$ cat src/rtl/inst_fetch_unit.sv
// Instruction fetch unit: owns the PC, drives the instruction ROM and buffers
// fetched {pc, inst} pairs in a 2-entry FIFO toward ID over valid/ready.
module inst_fetch_unit #(
   parameter int unsigned ADDR_W = 32,
   parameter int unsigned INST_W = 32,
   parameter logic [ADDR_W-1:0] RESET_PC = '0
) (
   input  logic              clk,
   input  logic              rst,
   input  logic              stall_i,
   input  logic              flush_i,
   input  logic [ADDR_W-1:0] flush_pc_i,
   output logic              rom_ce_o,
   output logic [ADDR_W-1:0] rom_addr_o,
   input  logic [INST_W-1:0] rom_inst_i,
   output logic              id_valid_o,
   input  logic              id_ready_i,
   output logic [INST_W-1:0] id_inst_o,
   output logic [ADDR_W-1:0] id_pc_o
);

   typedef enum logic {
      FETCH_IDLE,
      FETCH_RUN
   } fetch_state_t;

   localparam logic [ADDR_W-1:0] PC_MASK = {{(ADDR_W-2){1'b1}}, 2'b00};

   fetch_state_t      fetch_state;
   fetch_state_t      fetch_next;
   logic [ADDR_W-1:0] pc;
   logic [1:0]        count;
   logic              rd_ptr;
   logic              wr_ptr;
   logic [INST_W-1:0] fifo_inst [2];
   logic [ADDR_W-1:0] fifo_pc   [2];
   logic              push;
   logic              pop;
   logic              full;

   always_comb begin
      fetch_next = fetch_state;
      if (fetch_state == FETCH_IDLE) begin
         fetch_next = FETCH_RUN;
      end
   end

   assign full       = (count == 2'd2);
   assign id_valid_o = (count != 2'd0);
   assign pop        = id_valid_o & id_ready_i;
   assign push       = (fetch_state == FETCH_RUN) & ~stall_i & ~flush_i & (~full | pop);

   assign rom_ce_o   = (fetch_state == FETCH_RUN);
   assign rom_addr_o = pc;
   assign id_inst_o  = id_valid_o ? fifo_inst[rd_ptr] : '0;
   assign id_pc_o    = id_valid_o ? fifo_pc[rd_ptr]   : '0;

   always_ff @(posedge clk or negedge rst) begin
      if (!rst) begin
         fetch_state <= FETCH_IDLE;
         pc          <= RESET_PC & PC_MASK;
         count       <= '0;
         rd_ptr      <= 1'b0;
         wr_ptr      <= 1'b0;
         for (int unsigned i = 0; i < 2; i++) begin
            fifo_inst[i] <= '0;
            fifo_pc[i]   <= '0;
         end
      end else begin
         fetch_state <= fetch_next;
         // Flush overrides push and pop; a pop in this cycle is still consumed by ID.
         if (flush_i) begin
            pc     <= flush_pc_i & PC_MASK;
            count  <= '0;
            rd_ptr <= 1'b0;
            wr_ptr <= 1'b0;
         end else begin
            if (push) begin
               fifo_inst[wr_ptr] <= rom_inst_i;
               fifo_pc[wr_ptr]   <= pc;
               wr_ptr            <= ~wr_ptr;
               pc                <= pc + ADDR_W'(4);
            end
            if (pop) begin
               rd_ptr <= ~rd_ptr;
            end
            case ({push, pop})
               2'b10:   count <= count + 2'd1;
               2'b01:   count <= count - 2'd1;
               default: count <= count;
            endcase
         end
      end
   end

endmodule

$ cat config.mk
export PLATFORM = sky130hd
export DESIGN_NAME = inst_fetch_unit
export DESIGN_NICKNAME = d
export VERILOG_FILES = /design/src/rtl/inst_fetch_unit.sv
export SDC_FILE = /design/constraint.sdc
export NUM_CORES = 1
export LEC_CHECK = 0
export BUFFER_PORTS_ARGS = -buffer_cell sky130_fd_sc_hd__clkbuf_2
export CORE_ASPECT_RATIO = 1.5
export CORE_MARGIN = 2
export CORE_UTILIZATION = 55
export CTS_CLUSTER_SIZE = 12
export DETAILED_ROUTE_END_ITERATION = 8
export PLACE_DENSITY = 0.81
export RECOVER_POWER = 25
export SYNTH_ARGS = -nofsm -noshare
export SYNTH_HDL_FRONTEND = slang
export SYNTH_SLANG_ARGS = --single-unit
$ cat constraint.sdc
create_clock -name clk -period 2.2 [get_ports clk]
set_input_delay 0.44 -clock clk [delete_from_list [all_inputs] [get_ports clk]]
set_output_delay 0.44 -clock clk [all_outputs]
set_load 0.02 [all_outputs]
==> flow_metrics.py <==
metrics = {
    "global_route": {
        "grt_pass1_vias": 6115,
        "grt_pass1_wl_um": 29900,
        "antenna_found_initial": 0,
        "gr-total-overflow": 0,
        "track_usage": 0.256,
        "grt_max_degree": 65,
    },
    "final_layout": {
        "n_antenna_cell": 0,
        "fin_area_um2": 9440,
        "drive_gt1_frac": 0.425,
        "nNetsFinal": 889,
        "fillers": 970,
        "syn_to_final_growth_pct": 24.1,
    },
    "hold_path": {
        "holdCritStartpoint": "flush_pc_i[9]",
        "hold_class": "in2reg",
    },
    "timing": {
        "worstMarginPinSlew_ps": 1110,
        "setup_tns_ps": 0,
        "finalClockSkew_ps": 11.4,
        "fin_ws_ps": 84.2,
        "fin_crit_sh": 0.962,
        "timing.slew.headroom": 0.258,
        "hold_viol": 0,
        "finalSetupViolCount": 0,
        "timing.fmax_mhz": 473,
        "min_period_ps": 2120,
        "rsz0062_at_grt": "false",
        "slew_violations": 0,
    },
    "synthesis": {
        "synth_top_area_cell": "dfrtp_1",
        "syn_area_um2": 7610,
        "synth_xor_area_frac": 0.0127,
        "synth_top_family_by_area": "multiplexers",
        "ys_seq_elements": 159,
        "yosys-top-cells-count": "dfrtp_1, mux2_2, nor2_1",
        "seq_area_frac_synth": 0.523,
        "yosys_warnings": 0,
        "synth_top_flop_cell": "dfrtp_1",
        "syn_area_per_cell_um2": 11.8,
        "syn_inst": 645,
        "synth_compound_area_frac": 0.0470,
        "synth_most_common_cell": "dfrtp_1",
        "synth_cell_type_count": 43,
        "synthSimpleGateAreaFrac": 0.118,
        "synth_top_area_frac": 0.523,
        "synth_area_leaders": "dfrtp_1, mux2_2, mux2i_1",
        "synth_fa_ha_area_frac": 0.00164,
        "async_flop_share": 1.00,
        "synth_edf_count": 0,
        "synth_mux_area_frac": 0.266,
    },
    "cts": {
        "cts_buffer_depth": 2,
        "tritoncts": "done",
        "cts_root_buf": "clkbuf_16",
        "clock_sink_count": 159,
        "clk_latency_ps": 420,
        "cts.htree.levels": 4,
        "numCtsBuffers": 17,
        "clkTransAtPathRegs_ps": 60,
    },
    "worst_setup_path": {
        "cp.arrival_ps": 1680,
        "path_max_fanout": 19,
        "critPathKind": "reg2out",
        "required_ps": 1760,
        "endpoint_kind": "output pin",
        "cp-start-kind": "register",
        "crit_start": "rd_ptr",
        "timing.rr.start": "rom_addr_o[14]",
    },
    "place": {
        "gp_congestion": 0.828,
        "dp_hpwl_um": 12600,
        "placedInstanceArea_um2": 8810,
        "pre_cts_ws_ps": -31.0,
        "io_buffers": 160,
    },
    "route": {
        "wirelength_um": 19200,
        "drt_pass1_iterations": 6,
        "vias": 5904,
        "drtIter0Drc": 274,
        "detail_route.wl_per_cell_um": 19.4,
        "drc": 0,
        "ant_nets": 0,
        "routed_via_density": 5.94,
    },
    "floorplanning": {
        "rows": 52,
        "start_util": 0.562,
        "core_area_um2": 13500,
        "dieWidth_um": 100,
        "die_h_um": 148,
        "dieArea_um2": 14800,
        "io_pins": 167,
    },
    "power_and_ir_drop": {
        "power_mw": 8.62,
        "power_leakage_nw": 4.19,
        "ir_drop_mv": 0.534,
        "pwr_density_cell_nw_per_um2": 913,
    },
    "status": {
        "status": "finished, final reports clean",
    },
    "job": {
        "maxCapViolCount": 0,
    },
}
power by group:
group / switching [mW] / total (mW) / internal, mW / leakage (nW)
clock: 1.18 / 2.84 / 1.66 / 0.278
combinational: 0.851 / 1.75 / 0.898 / 1.99
sequential: 0.420 / 4.03 / 3.61 / 1.91
path summary, 6_finish.rpt:
kind	endpoint	slack [ps]	cells after the start
setup / recovery	id_pc_o[11]	80	4
hold / removal	rom_addr_o[9]	240	3
setup reg to reg	rom_addr_o[22]	130	4
hold reg to reg	fifo_inst[55]	490	1
max in group asynchronous	fifo_inst[56]	390	3
min in group asynchronous	fifo_pc[41]	770	2
sequential cells by signal (all words and copies together), names as in the netlist:
| register | cells |
|---|---|
| wr_ptr | 1 |
| rom_ce_o | 1 |
| rom_addr_o | 30 |
| fifo_inst | 64 |
| rd_ptr | 1 |
| count | 2 |
| fifo_pc | 60 |
logic make-up after synthesis:
group                      after synthesis
other                                    2
and+or+nand+nor                        179
buffers and inverters                   52
muxes                                  187
xor gates and xnor gates                11
adders and majority gates                1
AOI/OAI and AO/OA                       54
DFF                                    159
critical path, cell delays in order (launching register included):
cell	delay, ps
dfrtp_4	550
buf_12	200
mux2i_1	130
nor2_1	170
clkbuf_2	200
cell type report:
| cell class | instances | area, um^2 | area share |
|---|---|---|---|
| flip-flops and latches | 159 | 3980 | 0.422 |
| well taps | 162 | 203 | 0.0215 |
| inverters | 6 | 22.5 | 0.00238 |
| repair buffers | 198 | 1230 | 0.130 |
| clock buffers | 22 | 474 | 0.0502 |
| clock inverters | 10 | 103 | 0.0109 |
| multi-input cells | 437 | 3430 | 0.363 |
per-stage QoR:
stage	hold WS (ps)	utilization	std cells
after global placement	378	0.651	958
after floorplan	144	-	648
after detailed placement	385	0.651	958
after CTS	233	0.695	991
after global routing	247	0.698	994
final	241	0.698	994
layout by cell type (no fill, tap or decap), drive strengths merged, types with 8 or more instances in the layout:
cell and instances:
nand4 8, xnor2 10, dfrtp 159, mux2i 63
o21ai 12, mux2 124, or4 11, nand2 21
buf 34, nor2 88, nand3 10, o31ai 11
a31oi 19, clkbuf 185, inv 9
repair_timing:
action	in CTS	in global routing
cloned	0	2
resized for setup	2	1
endpoints found under the hold margin	39	0
setup buffers	0	1
hold buffers	1	0
endpoints found under the setup margin	5	35
routing by layer:
layer,GRT usage,wire (um)
met3,0.0446,885
met1,0.299,7540
met4,0.114,511
met2,0.457,10300
met5,0,0
Power figures use the tool's default switching activity.
